<file path="src/rtl/core_write_sequencer.sv">
// rtl/core_write_sequencer.sv - core-storage read/regenerate/write cycle sequencer (optional CORE_PARITY_CHECK_EN)
module core_write_sequencer #(
    parameter int ADDR_W    = 15,
    parameter int READ_CYC  = 4,
    parameter int WRITE_CYC = 4
) (
    input  logic              clk_i,
    input  logic              rst_ni,
    input  logic              req_i,
    input  logic              we_i,
    input  logic [ADDR_W-1:0] addr_i,
    input  logic [5:0]        wdata_i,
    input  logic [5:0]        sense_i,
    output logic              busy_o,
    output logic [ADDR_W-1:0] drv_addr_o,
    output logic              drv_read_o,
    output logic              drv_write_o,
    output logic [5:0]        inhibit_o,
    output logic              sense_strobe_o,
    output logic              ack_o,
    output logic [5:0]        rdata_o,
    output logic              parity_err_o
);

    localparam int MAX_CYC = (READ_CYC > WRITE_CYC) ? READ_CYC : WRITE_CYC;
    localparam int CNT_W   = $clog2(MAX_CYC + 1);

    typedef enum logic [2:0] {
        S_IDLE,
        S_READ,
        S_GAP,
        S_WRITE,
        S_DONE
    } state_t;

    state_t            state_q;
    logic [CNT_W-1:0]  cnt_q;
    logic              we_q;
    logic [5:0]        wdata_q;
    logic [5:0]        data_q;
    logic [ADDR_W-1:0] drv_addr_q;
    logic              busy_q;
    logic              drv_read_q;
    logic              drv_write_q;
    logic [5:0]        inhibit_q;
    logic              sense_strobe_q;
    logic              ack_q;
    logic [5:0]        rdata_q;
    logic [5:0]        write_word;

    // Word driven during WRITE: new data for a write, the sensed word to regenerate a read.
    assign write_word = we_q ? wdata_q : data_q;

`ifdef CORE_PARITY_CHECK_EN
    logic parity_err_q;
    assign parity_err_o = parity_err_q;
`else
    assign parity_err_o = 1'b0;
`endif

    // Cycle FSM; every driver and status output is registered here so the core lines never glitch.
    always_ff @(posedge clk_i or negedge rst_ni) begin
        if (!rst_ni) begin
            state_q        <= S_IDLE;
            cnt_q          <= '0;
            we_q           <= 1'b0;
            wdata_q        <= '0;
            data_q         <= '0;
            drv_addr_q     <= '0;
            busy_q         <= 1'b0;
            drv_read_q     <= 1'b0;
            drv_write_q    <= 1'b0;
            inhibit_q      <= '0;
            sense_strobe_q <= 1'b0;
            ack_q          <= 1'b0;
            rdata_q        <= '0;
`ifdef CORE_PARITY_CHECK_EN
            parity_err_q   <= 1'b0;
`endif
        end else begin
            case (state_q)
                S_IDLE: begin
                    ack_q <= 1'b0;
                    if (req_i) begin
                        state_q        <= S_READ;
                        cnt_q          <= '0;
                        we_q           <= we_i;
                        wdata_q        <= wdata_i;
                        drv_addr_q     <= addr_i;
                        busy_q         <= 1'b1;
                        drv_read_q     <= 1'b1;
                        sense_strobe_q <= (READ_CYC == 1);
`ifdef CORE_PARITY_CHECK_EN
                        parity_err_q   <= 1'b0;
`endif
                    end
                end
                S_READ: begin
                    if (cnt_q == CNT_W'(READ_CYC - 1)) begin
                        // Destructive read completes: capture the sensed word as the current contents.
                        data_q         <= sense_i;
                        drv_read_q     <= 1'b0;
                        sense_strobe_q <= 1'b0;
                        state_q        <= S_GAP;
                    end else begin
                        cnt_q          <= cnt_q + 1'b1;
                        sense_strobe_q <= (cnt_q == CNT_W'(READ_CYC - 2));
                    end
                end
                S_GAP: begin
                    state_q     <= S_WRITE;
                    cnt_q       <= '0;
                    drv_write_q <= 1'b1;
                    inhibit_q   <= ~write_word;
                end
                S_WRITE: begin
                    if (cnt_q == CNT_W'(WRITE_CYC - 1)) begin
                        drv_write_q  <= 1'b0;
                        inhibit_q    <= '0;
                        ack_q        <= 1'b1;
                        rdata_q      <= data_q;
                        state_q      <= S_DONE;
`ifdef CORE_PARITY_CHECK_EN
                        parity_err_q <= ~^write_word;
`endif
                    end else begin
                        cnt_q <= cnt_q + 1'b1;
                    end
                end
                S_DONE: begin
                    // Requests seen here are dropped; the next accept can only happen in IDLE.
                    ack_q   <= 1'b0;
                    busy_q  <= 1'b0;
                    state_q <= S_IDLE;
                end
                default: begin
                    state_q     <= S_IDLE;
                    busy_q      <= 1'b0;
                    drv_read_q  <= 1'b0;
                    drv_write_q <= 1'b0;
                    inhibit_q   <= '0;
                end
            endcase
        end
    end

    assign busy_o         = busy_q;
    assign drv_addr_o     = drv_addr_q;
    assign drv_read_o     = drv_read_q;
    assign drv_write_o    = drv_write_q;
    assign inhibit_o      = inhibit_q;
    assign sense_strobe_o = sense_strobe_q;
    assign ack_o          = ack_q;
    assign rdata_o        = rdata_q;

endmodule

</file>
<file path="config.mk">
export PLATFORM = sky130hd
export DESIGN_NAME = core_write_sequencer
export DESIGN_NICKNAME = d
export VERILOG_FILES = /design/src/rtl/core_write_sequencer.sv
export SDC_FILE = /design/constraint.sdc
export NUM_CORES = 1
export LEC_CHECK = 0
export ABC_AREA = 1
export CORE_MARGIN = 2
export CORE_UTILIZATION = 25
export CTS_CLUSTER_SIZE = 8
export DETAILED_ROUTE_END_ITERATION = 16
export DONT_BUFFER_PORTS = 1
export GPL_ROUTABILITY_DRIVEN = 0
export HOLD_SLACK_MARGIN = 0.05
export PLACE_DENSITY_LB_ADDON = 0.15
export SETUP_SLACK_MARGIN = 0.05
export SLEW_MARGIN = 0
export SYNTH_ARGS = -nofsm -noshare
export SYNTH_HDL_FRONTEND = slang
export SYNTH_SLANG_ARGS = --single-unit
</file>
<file path="constraint.sdc">
create_clock -name clk_i -period 4.04 [get_ports clk_i]
set_clock_uncertainty 0.1 [all_clocks]
set_input_delay 0.202 -clock clk_i [delete_from_list [all_inputs] [get_ports clk_i]]
set_output_delay 0.202 -clock clk_i [all_outputs]
set_load 0.05 [all_outputs]
</file>
### Word level (Yosys, flattened, before mapping)

Cells that the tools add are included.

| operators by class | value |
|---|---|
| add/subtract/negate cells | 1 |
| equal/unequal tests | 10 |
| mux-type cells | 20 |
| bitwise logic cells | 4 |
| reduce and logical (&&, ||, !) cells | 19 |

Operator list:

| operator | count |
|---|---|
| $pmux W6 S3 | 1 |
| $mux W3 | 5 |
| $reduce_and A2 Y1 | 7 |
| $eq A3 B2 Y1 const B | 4 |
| $mux W6 | 2 |
| $pmux W3 S4 | 1 |
| $pmux W3 S3 | 1 |
| $reduce_and A3 Y1 | 3 |
| $reduce_or A3 Y1 | 3 |
| $ne A2 B2 Y1 const B | 4 |
| $not A6 Y6 | 1 |
| $pmux W1 S2 | 3 |
| $pmux W1 S3 | 2 |
| $mux W1 | 5 |
| $reduce_bool A2 Y1 | 2 |
| $reduce_or A2 Y1 | 2 |
| $add A3 B1 Y3 const B | 1 |
| $eq A3 B1 Y1 const B | 1 |
| $eq A3 B3 Y1 const B | 1 |
| $logic_not A3 Y1 | 1 |
| $not A1 Y1 | 3 |
| $reduce_bool A3 Y1 | 1 |

| storage, ports and cells | value |
|---|---|
| flip-flop bits (word level) | 51 |
| input port bits | 31 |
| output and inout port bits | 33 |
| logic and storage cells | 67 |

### Depth between registers and ports, before layout

| logic depth | value |
|---|---|
| word-level depth | 4 |
| depth in mapped cells | 8 |

### Worst setup path before layout

No wires, ideal clock.

| timing | value |
|---|---|
| path kind | reg-to-reg |
| from | reg cnt_q[0] |
| to | reg cnt_q[1] |
| setup time | 0.126 ns |
| arrival time | 1.344 ns |
| required time | 3.814 ns |
| setup slack | 2.469 ns |
| stages on the path, launching flop included | 8 |
| period minus slack after synthesis | 1.571 ns |
| cell sequence | dfrtp_1 -> ha_1 -> ha_1 -> inv_1 -> buf_2 -> nand3_2 -> nand3_1 -> o21ai_0 |

| between the ends | value |
|---|---|
| longest elaborated chain between the ends | 3 |
| elaborated cells between the ends (all ways) | 6 |

Ends and longest elaborated chain:

| element | RTL line | RTL |
|---|---|---|
| start: declaration | 37 | `logic [CNT_W-1:0] cnt_q;` |
| start signal: assignment | 106 | `cnt_q <= cnt_q + 1'b1;` |
| start signal: assignment | 127 | `cnt_q <= cnt_q + 1'b1;` |
| $add A3 B1 Y3 / $eq A3 B2 Y1 (equally long branches) | -- |  |
| $mux W3 / $ne A2 B2 Y1 (equally long branches) | -- |  |
| $pmux W3 S3 / $reduce_and A3 Y1 (equally long branches) | -- |  |

Parallel ways exist; a longest one is shown, timed or not. The select of a mux whose other input is x is not followed.
A chain may end at the register's enable or synchronous reset.

### Worst setup path in the final report

| timing | value |
|---|---|
| from | reg cnt_q[0] |
| to | reg drv_write_q (netlist: drv_write_o) |

| between the ends | value |
|---|---|
| longest elaborated chain between the ends | 3 |

Ends and longest elaborated chain:

| element | RTL line | RTL |
|---|---|---|
| $eq A3 B2 Y1 | 117 | `if (cnt_q == CNT_W'(WRITE_CYC - 1)) begin` |
| $ne A2 B2 Y1 (no line) | -- |  |
| $reduce_and A2 Y1 (no line) | -- |  |
| end signal: assignment | 113 | `drv_write_q <= 1'b1;` |
| end signal: assignment | 118 | `drv_write_q <= 1'b0;` |
| end signal: assignment | 140 | `drv_write_q <= 1'b0;` |
| end: declaration | 44 | `logic drv_write_q;` |

Every way passes these cells.

==> results.cfg <==
[worst_setup_path]
worstPathMaxFanout = 11
worst_path_most_repeated_cell = nand2_1
critPathArrivalTime_ns = 2.01
crit_path_end_kind = flip-flop
crit_type = flip-flop to flip-flop
critPathMaxStageDelay_ns = 0.42
path_cells = ha_1, ha_1, inv_1, nand2_1, a21boi_2, nand2_1, nand2_1
crit_buf_inv = 1
cp_slowest_cell = dfrtp_1
critical_path.top_delay_family = adder cells
r2r_slack_ns = 2.17
critPathLaunchType = flip-flop
required_ns = 4.18

[logic_synthesis]
avgSynthCellArea_sq_um = 8.880
seq_area_frac_synth_pct = 58.42
synth_area_leaders = dfrtp_1, nand2_1, nand3_1, o21ai_0, buf_6
syn_inst = 246
yosysWarnings = 0
synth_most_common_cell = nand2_1
synth_area_sq_um = 2185
ys_ff_latch = 51
synth.largest_area_cell = dfrtp_1
synth-async-reset-ratio_pct = 100.0
syn-num-nets = 280
synth-edff-count = 0
ys.flop_type = dfrtp_1
synth_commonest_cells = nand2_1, dfrtp_1, nand3_1
ys_types = 21
synth_top_area_share_pct = 58.42

[timing]
whs_ns = 0.07555
rsz0062_at_grt = no
setup_tns_ns = 0
slew_headroom_pct = 63.75
setup_viol_count_final = 0
worstMarginPinSlew_ns = 0.5438
finalHoldViolations = 0
fin_crit_sh_pct = 46.16
slew_viol_final = 0
fmax_mhz = 536.2
post-route-min-period_ns = 1.865

[status]
status = completed

[finish]
diodes = 0
area_growth_pct = 22.11
nNetsFinal = 310
drive_above_1_share_pct = 6.859
fillCellCount = 950

[clock_network]
ctsResizeCount = 0
cts_buffer_depth = 2
cts_htree_levels = 2
postCtsSetupRepairBufs = 0
cts_tree = built
clock_latency_ns = 0.30
numCtsBuffers = 5
cts-root-buf = clkbuf_8
clk_pin_slew_ns = 0.10
clock_sinks = 51

[detailed_routing]
firstDrtPassIters = 5
num_vias = 1592
drt-initial-drc-count = 57
detail_route.wl_per_cell_microns = 13.28
routed_wl_microns = 5112
drc_errors = 0
via_per_inst = 4.135
ant_nets = 0

[global_route]
grt_pass1_vias = 1724
grt_pass1_wl_microns = 8852
antenna_found_initial = 0
overflow = 0
grt_util_all_layers_pct = 11.57
grt_max_degree = 52

[floorplan]
start_util_pct = 25.42
die_x_microns = 97.48
floorplan.core_area_sq_um = 8593
num_rows = 34
io_pins = 64
die_y_microns = 97.48
die-area_sq_um = 9502

[worst_hold_path]
hold_class = input pin to flip-flop

[power]
p_leak_uw = 0.001350
p_per_area_nw_per_um2 = 875.2
peakVddDrop_mv = 0.3651

[placement]
hpwlAfterDp_microns = 3441
io_buffers = 0

[job]
drv_cap = 0
[power by group]
part | internal, uW | switching (uW)
clock | 123 | 180
combinational | 209 | 326
sequential | 742 | 756
[flip-flops by register name (all words and copies together) (netlist names), 3 cells and up]
register,count
wdata_q,6
rdata_o,6
drv_addr_o,15
inhibit_o,6
state_q,3
data_q,6
cnt_q,3
[logic make-up (layout without fill, tap and decap cells)]
kind of cell	Yosys count	after routing	share of synthesized area, %
other	1	1	0.1717
buffers and inverters	19	50	4.983
AND/OR/NAND/NOR	159	159	31.44
AO/OA/AOI/OAI	13	13	3.264
adder cells (fa/ha/maj)	3	3	1.718
flip-flops	51	51	58.42
[cells in the final DEF (no fill, tap or decap)]
cell             n
a21boi_2         1
a21oi_1          1
buf_16           1
clkbuf_8         5
clkinv_2         2
conb_1           1
dfrtp_1         51
dlygate4sd3_1   30
ha_1             3
inv_1            8
inv_2            3
inv_6            1
nand2_1        136
nand3_1         14
nand3_2          1
nand3_4          2
nand4_1          1
nand4_4          1
nor2_1           2
nor2_2           1
nor2_8           1
o21ai_0         10
o21ai_1          1
[tightest hold or removal path: cells and delay by family]
| kind | cells | cell delay [ns] |
|---|---|---|
| AND/OR/NAND/NOR | 5 | 0.25 |
[cell type report]
cell class / instances / area (sq um) / share of cell area [%]
flip-flops and latches: 51 / 1276 / 47.84
multi-input cells: 176 / 799.5 / 29.97
repair buffers: 31 / 327.8 / 12.29
well taps: 108 / 135.1 / 5.066
clock buffers: 5 / 68.82 / 2.580
inverters: 11 / 41.29 / 1.548
clock inverters: 3 / 18.77 / 0.7036
[final timing paths]
kind / startpoint / to / cells past startpoint
max: cnt_q[0] / drv_write_o / 7
min: req_i / drv_read_o / 5
max reg2reg: cnt_q[0] / drv_write_o / 7
min reg2reg: wdata_q[3] / wdata_q[3] / 2
max in group asynchronous: rst_ni / data_q[1] / 2
min in group asynchronous: rst_ni / drv_addr_o[13] / 2
[metal layers]
layer	routed length (microns)	part of all wire, %	vias to the layer above	track usage (%)
li1	-	-	822	-
met2	2344	46	39	18.41
met1	2517	49	727	15.58
met4	57	1.1	0	3.526
met5	0	0	-	0
met3	192	3.8	4	2.878
[metrics by stage]
stage	std cells	power [uW]	util, %	setup slack, ns	instance area [sq um]
2_1_floorplan	246	1894	-	2.470	2185
3_3_place_gp	346	2017	26.21	2.170	2252
3_5_place_dp	346	2026	26.21	2.149	2252
4_1_cts	385	2376	31.04	2.128	2668
5_1_grt	385	2524	31.04	1.940	2668
6_report	385	2335	31.04	2.175	2668
[timing repair]
action / in CTS / in global routing
hold endpoints to repair: 81 / 0
hold buffers: 31 / 0
setup endpoints to repair: 0 / 0
No activity file was read; power rests on OpenSTA's default activity.
